--- src/rtl/dmem_arbiter_pkg.sv ---
// Shared encodings for the Dmem arbiter: port-owner states and the memlen
// access-length codes used by the MEM stage and the DMA loader.
package dmem_arbiter_pkg;

  typedef enum logic [1:0] {
    OWNER_IDLE = 2'd0,
    OWNER_CPU  = 2'd1,
    OWNER_DMA  = 2'd2
  } owner_e;

  localparam logic [2:0] LEN_B  = 3'd0;
  localparam logic [2:0] LEN_H  = 3'd1;
  localparam logic [2:0] LEN_W  = 3'd2;
  localparam logic [2:0] LEN_BU = 3'd4;
  localparam logic [2:0] LEN_HU = 3'd5;

endpackage

--- src/rtl/dmem_arbiter_sat.sv ---
// Saturating up-counter with synchronous clear; clear wins over increment.
// Used for the DMA starvation and DMA burst-length counts.
module sat_counter #(
  parameter int MAX = 4,
  localparam int W = $clog2(MAX) + 1
) (
  input  logic         clk,
  input  logic         rst,
  input  logic         inc,
  input  logic         clr,
  output logic [W-1:0] cnt
);

  always_ff @(posedge clk or negedge rst) begin
    if (!rst) begin
      cnt <= '0;
    end else if (clr) begin
      cnt <= '0;
    end else if (inc && (cnt < W'(MAX))) begin
      cnt <= cnt + W'(1);
    end
  end

endmodule

--- src/rtl/dmem_arbiter.sv ---
// Shares the single Dmem port between the MEM stage (priority) and a DMA loader,
// with DMA anti-starvation, a DMA burst cap and a registered DMA read return.
module dmem_arbiter
  import dmem_arbiter_pkg::*;
#(
  parameter int AW         = 32,
  parameter int DW         = 32,
  parameter int STARVE_MAX = 4,
  parameter int BURST_MAX  = 8
) (
  input  logic          clk,
  input  logic          rst,
  input  logic          cpu_req,
  input  logic          cpu_we,
  input  logic [2:0]    cpu_len,
  input  logic [AW-1:0] cpu_addr,
  input  logic [DW-1:0] cpu_wdata,
  output logic [DW-1:0] cpu_rdata,
  output logic          cpu_stall,
  input  logic          dma_req,
  input  logic          dma_we,
  input  logic [2:0]    dma_len,
  input  logic [AW-1:0] dma_addr,
  input  logic [DW-1:0] dma_wdata,
  output logic          dma_gnt,
  output logic [DW-1:0] dma_rdata,
  output logic          dma_rvalid,
  output logic          mem_we,
  output logic [2:0]    mem_len,
  output logic [AW-1:0] mem_addr,
  output logic [DW-1:0] mem_wdata,
  input  logic [DW-1:0] mem_rdata
);

  localparam int SW = $clog2(STARVE_MAX) + 1;
  localparam int BW = $clog2(BURST_MAX) + 1;

  owner_e        last_q;
  owner_e        grant;
  logic          cpu_gnt;
  logic [SW-1:0] starve_cnt;
  logic [BW-1:0] burst_cnt;

  always_ff @(posedge clk or negedge rst) begin
    if (!rst) begin
      last_q <= OWNER_IDLE;
    end else begin
      last_q <= grant;
    end
  end

  // A running DMA burst keeps the port until its cap; otherwise the CPU wins
  // unless the DMA has waited long enough to be owed a grant.
  always_comb begin
    grant     = OWNER_IDLE;
    mem_we    = 1'b0;
    mem_len   = '0;
    mem_addr  = '0;
    mem_wdata = '0;
    if (last_q == OWNER_DMA && dma_req && burst_cnt < BW'(BURST_MAX)) begin
      grant = OWNER_DMA;
    end else if (cpu_req && starve_cnt < SW'(STARVE_MAX)) begin
      grant = OWNER_CPU;
    end else if (dma_req) begin
      grant = OWNER_DMA;
    end else if (cpu_req) begin
      grant = OWNER_CPU;
    end
    cpu_gnt   = (grant == OWNER_CPU);
    dma_gnt   = (grant == OWNER_DMA);
    cpu_stall = cpu_req && !cpu_gnt;
    if (cpu_gnt) begin
      mem_we    = cpu_we;
      mem_len   = cpu_len;
      mem_addr  = cpu_addr;
      mem_wdata = cpu_wdata;
    end else if (dma_gnt) begin
      mem_we    = dma_we;
      mem_len   = dma_len;
      mem_addr  = dma_addr;
      mem_wdata = dma_wdata;
    end
  end

  assign cpu_rdata = mem_rdata;

  sat_counter #(.MAX(STARVE_MAX)) u_starve (
    .clk (clk),
    .rst (rst),
    .inc (dma_req && !dma_gnt),
    .clr (dma_gnt),
    .cnt (starve_cnt)
  );

  sat_counter #(.MAX(BURST_MAX)) u_burst (
    .clk (clk),
    .rst (rst),
    .inc (dma_gnt),
    .clr (!dma_gnt),
    .cnt (burst_cnt)
  );

  // Read data is captured at the edge closing the granted DMA read beat.
  always_ff @(posedge clk or negedge rst) begin
    if (!rst) begin
      dma_rvalid <= 1'b0;
      dma_rdata  <= '0;
    end else begin
      dma_rvalid <= dma_gnt && !dma_we;
      if (dma_gnt && !dma_we) begin
        dma_rdata <= mem_rdata;
      end
    end
  end

endmodule

--- config.mk ---
export PLATFORM = sky130hd
export DESIGN_NAME = dmem_arbiter
export DESIGN_NICKNAME = d
export VERILOG_FILES = /design/src/rtl/dmem_arbiter_pkg.sv /design/src/rtl/dmem_arbiter_sat.sv /design/src/rtl/dmem_arbiter.sv
export SDC_FILE = /design/constraint.sdc
export NUM_CORES = 1
export LEC_CHECK = 0
export ABC_CLOCK_PERIOD_IN_PS = 1900
export CELL_PAD_IN_SITES_DETAIL_PLACEMENT = 1
export CELL_PAD_IN_SITES_GLOBAL_PLACEMENT = 2
export CORE_MARGIN = 3
export CORE_UTILIZATION = 14
export DETAILED_ROUTE_END_ITERATION = 16
export PLACE_DENSITY_LB_ADDON = 0.1
export SKIP_LAST_GASP = 1
export SYNTH_ARGS = -nofsm -noshare
export SYNTH_HDL_FRONTEND = slang
export SYNTH_SLANG_ARGS = --single-unit
--- constraint.sdc ---
create_clock -name clk -period 1.9 [get_ports clk]
set_clock_uncertainty 0.05 [all_clocks]
set_input_delay 0.38 -clock clk [delete_from_list [all_inputs] [get_ports clk]]
set_output_delay 0.38 -clock clk [all_outputs]
set_load 0.005 [all_outputs]
==> metrics.cfg <==
[status]
outcome = finished, violations left
violations = negative setup slack

[pwr]
leakage_nw = 2.89
ir_drop_v = 0.000331
power_density_nw_per_um2 = 724

[sta]
max_freq_ghz = 0.444
finalHoldViolations = 0
min_period_ns = 2.25
slew_violations = 0
rsz0062_at_grt = yes
worstMarginPinSlew_ns = 0.622
slew_headroom = 0.586
setup_ws_ns = -0.355
period_share = 1.19
setup_viol = 69

[critical_path]
timing.rr.start = u_starve.cnt[2]$_DFFE_PN0P_
slowest_stage = dfrtp_1
critPathMaxFanout = 9
cp-endpoint = mem_wdata[18]
r2r_end = dma_rdata[14]$_DFFE_PN0P_
critPathCaptureType = output pin
worst-path-buf-inv = 3
cp_slowest_stage_delay_ns = 0.41
worstPathRequired_ns = 1.47
critPathLaunchType = register
worstPathArrival_ns = 1.82
crit_start = u_starve.cnt[2]$_DFFE_PN0P_
crit_type = register to output pin
crit_chain = nand2b_4 -> o21ai_4 -> clkinv_4 -> buf_12 -> a22o_1 -> dlygate4sd2_1
critPathTopFamily = buffers and inverters
worst_r2r_path_depth = 7
reg2reg_slack_ns = 0.02
cp.depth = 6

[clocking]
numCtsBuffers = 5
clockRootBuffer = clkbuf_16
clk_pin_slew_ns = 0.06
htreeDepth = 2
cts_buffer_depth = 2
clock_latency_ns = 0.29
cts_hold_buf = 0
cts_tree = done
cts.sinks = 42

[floorplanning]
die_w_um = 146
rows = 50
initial_core_util = 0.145
dieArea_um2 = 21300
pin_count = 307
core_area_um2 = 19000
chipHeight_um = 146

[routing]
ant_nets = 0
first_pass_iters = 6
vias_per_cell = 3.97
post_drt_wl_per_cell_um = 20.0
drc = 0
vias = 3208
routed_wl_um = 16200
drt-initial-drc-count = 60

[global_route]
grt_max_degree = 27
antenna_found_initial = 3
grt-ovfl-total = 0
first_global_vias = 3420
gr-usage-all-layers = 0.144
grt_pass1_wl_um = 23400

[placement]
dp.cells = 761
place_hpwl_um = 13100
place_ws_ns = -0.839
io_buffers = 306
gp_congestion = 0.820

[hold_path]
hp-class = primary input to async pin

[final_layout]
layout-drive-gt1-share = 0.318
area_growth_pct = 131
fin_nets = 720
fin_cells = 808
fillCellCount = 2141
fin_util = 0.334

[yosys]
synth_area_leaders = dfrtp_1 (38%), a22o_1 (22%), mux2_4 (16%), buf_4 (8.8%), buf_6 (5.3%)
syn_area_per_cell_um2 = 12.3
synth_top_cell_by_area = dfrtp_1
synthCells = 223
ys_types = 26
seq_area_frac_synth = 0.383
yosysWarnings = 0
synth_area_um2 = 2740
synth_top_area_frac = 0.383
synth-seq-cells = 42
syn-num-nets = 397

[run]
drv_cap = 0

layout by cell type, fill, tap and decap left out, types with 2 or more instances in the layout:
master / synthesis / final
dlymetal6s2s_1: 0 / 3
a21oi_1: 2 / 2
clkdlybuf4s50_1: 0 / 233
a22o_1: 68 / 68
mux2_4: 29 / 29
buf_8: 0 / 6
nor2b_1: 2 / 2
clkbuf_16: 0 / 6
mux2i_1: 2 / 2
buf_2: 5 / 43
o21ai_4: 1 / 2
dlygate4sd2_1: 0 / 3
nand2_1: 2 / 2
buf_12: 0 / 8
buf_4: 32 / 26
nor2_1: 6 / 6
buf_6: 13 / 26
ha_1: 2 / 2
mux2_2: 3 / 3
dfrtp_1: 42 / 42
clkbuf_2: 0 / 16
worst min path at each step:
stage / endpoint / cells after the start
6_report: dma_rdata[3]$_DFFE_PN0P_ / 1
4_1_cts: dma_rdata[14]$_DFFE_PN0P_ / 1
3_5_place_dp: dma_rdata[3]$_DFFE_PN0P_ / 1
5_1_grt: dma_rdata[3]$_DFFE_PN0P_ / 1
3_3_place_gp: dma_rdata[27]$_DFFE_PN0P_ / 1
2_1_floorplan: dma_rdata[0]$_DFFE_PN0P_ / 0
layout make-up:
| type | instances | area [um2] | area share |
|---|---|---|---|
| Tap cell | 260 | 325 | 0.0513 |
| Sequential cell | 42 | 1050 | 0.166 |
| Clock buffer | 6 | 129 | 0.0203 |
| Multi-Input combinational cell | 128 | 1290 | 0.204 |
| Antenna cell | 1 | 2.50 | 0.000395 |
| Timing Repair Buffer | 366 | 3480 | 0.550 |
| Inverter | 3 | 16.3 | 0.00257 |
| Clock inverter | 2 | 37.5 | 0.00592 |
metal layers:
metal / global-route usage / part of all wire / vias to the layer above
li1: - / - / 1450
met1: 0.161 / 0.39 / 1561
met2: 0.258 / 0.51 / 179
met3: 0.0564 / 0.092 / 14
met4: 0.0304 / 0.011 / 4
met5: 0 / 0.0018 / -
per-stage QoR:
stage	hold slack, ns	TNS (ns)	power, mW	area, um2
5_1_grt	0.0978	-25.84	4.87	6340
2_1_floorplan	0.0344	0	2.08	2740
4_1_cts	0.0699	-28.71	4.65	6350
3_3_place_gp	0.383	-59.33	3.52	5940
3_5_place_dp	0.380	-60.52	3.53	5940
6_report	0.0551	-20.17	4.59	6340
state kept, by name (all words and copies together), names as in the netlist:
register,flops
u_starve.cnt,3
last_q,2
u_burst.cnt,4
dma_rvalid,1
dma_rdata,32
cell usage after synthesis:
cell type / n
inv_4: 1
ha_1: 2
mux2i_1: 2
o21ai_4: 1
and2_1: 1
buf_6: 13
and3_1: 1
nor2b_1: 2
buf_2: 5
xor2_1: 1
nand2_1: 2
o21ai_2: 1
inv_1: 2
nand4bb_1: 1
nand2b_1: 2
nor2_1: 6
nor3b_2: 1
a22o_1: 68
a21oi_1: 2
mux2_4: 29
mux2_2: 3
or2_2: 1
dfrtp_1: 42
xnor2_1: 1
a31oi_1: 1
buf_4: 32
logic make-up (layout without fill, tap and decap cells):
logic type	after synthesis	after routing	synth area share
other	0	1	0
flip-flops	42	42	0.383
adder cells (fa/ha/maj)	2	2	0.00912
XOR/XNOR	2	2	0.00639
AND/OR/NAND/NOR	17	17	0.0356
multiplexers	34	34	0.178
AO/OA/AOI/OAI	73	73	0.232
buffers and inverters	53	377	0.155
report_power, final:
group / switching [mW] / internal [mW]
clock network: 0.349 / 0.620
registers: 0.134 / 1.12
logic: 0.770 / 1.59
total: 1.25 / 3.33
timing repair:
action / CTS / global route
setup buffers: 26 / 13
pin swaps: 4 / 47
gates cloned: 3 / 1
gates resized for setup: 140 / 154
setup endpoints to repair: 70 / 69
No activity file was read; power rests on OpenSTA's default activity.
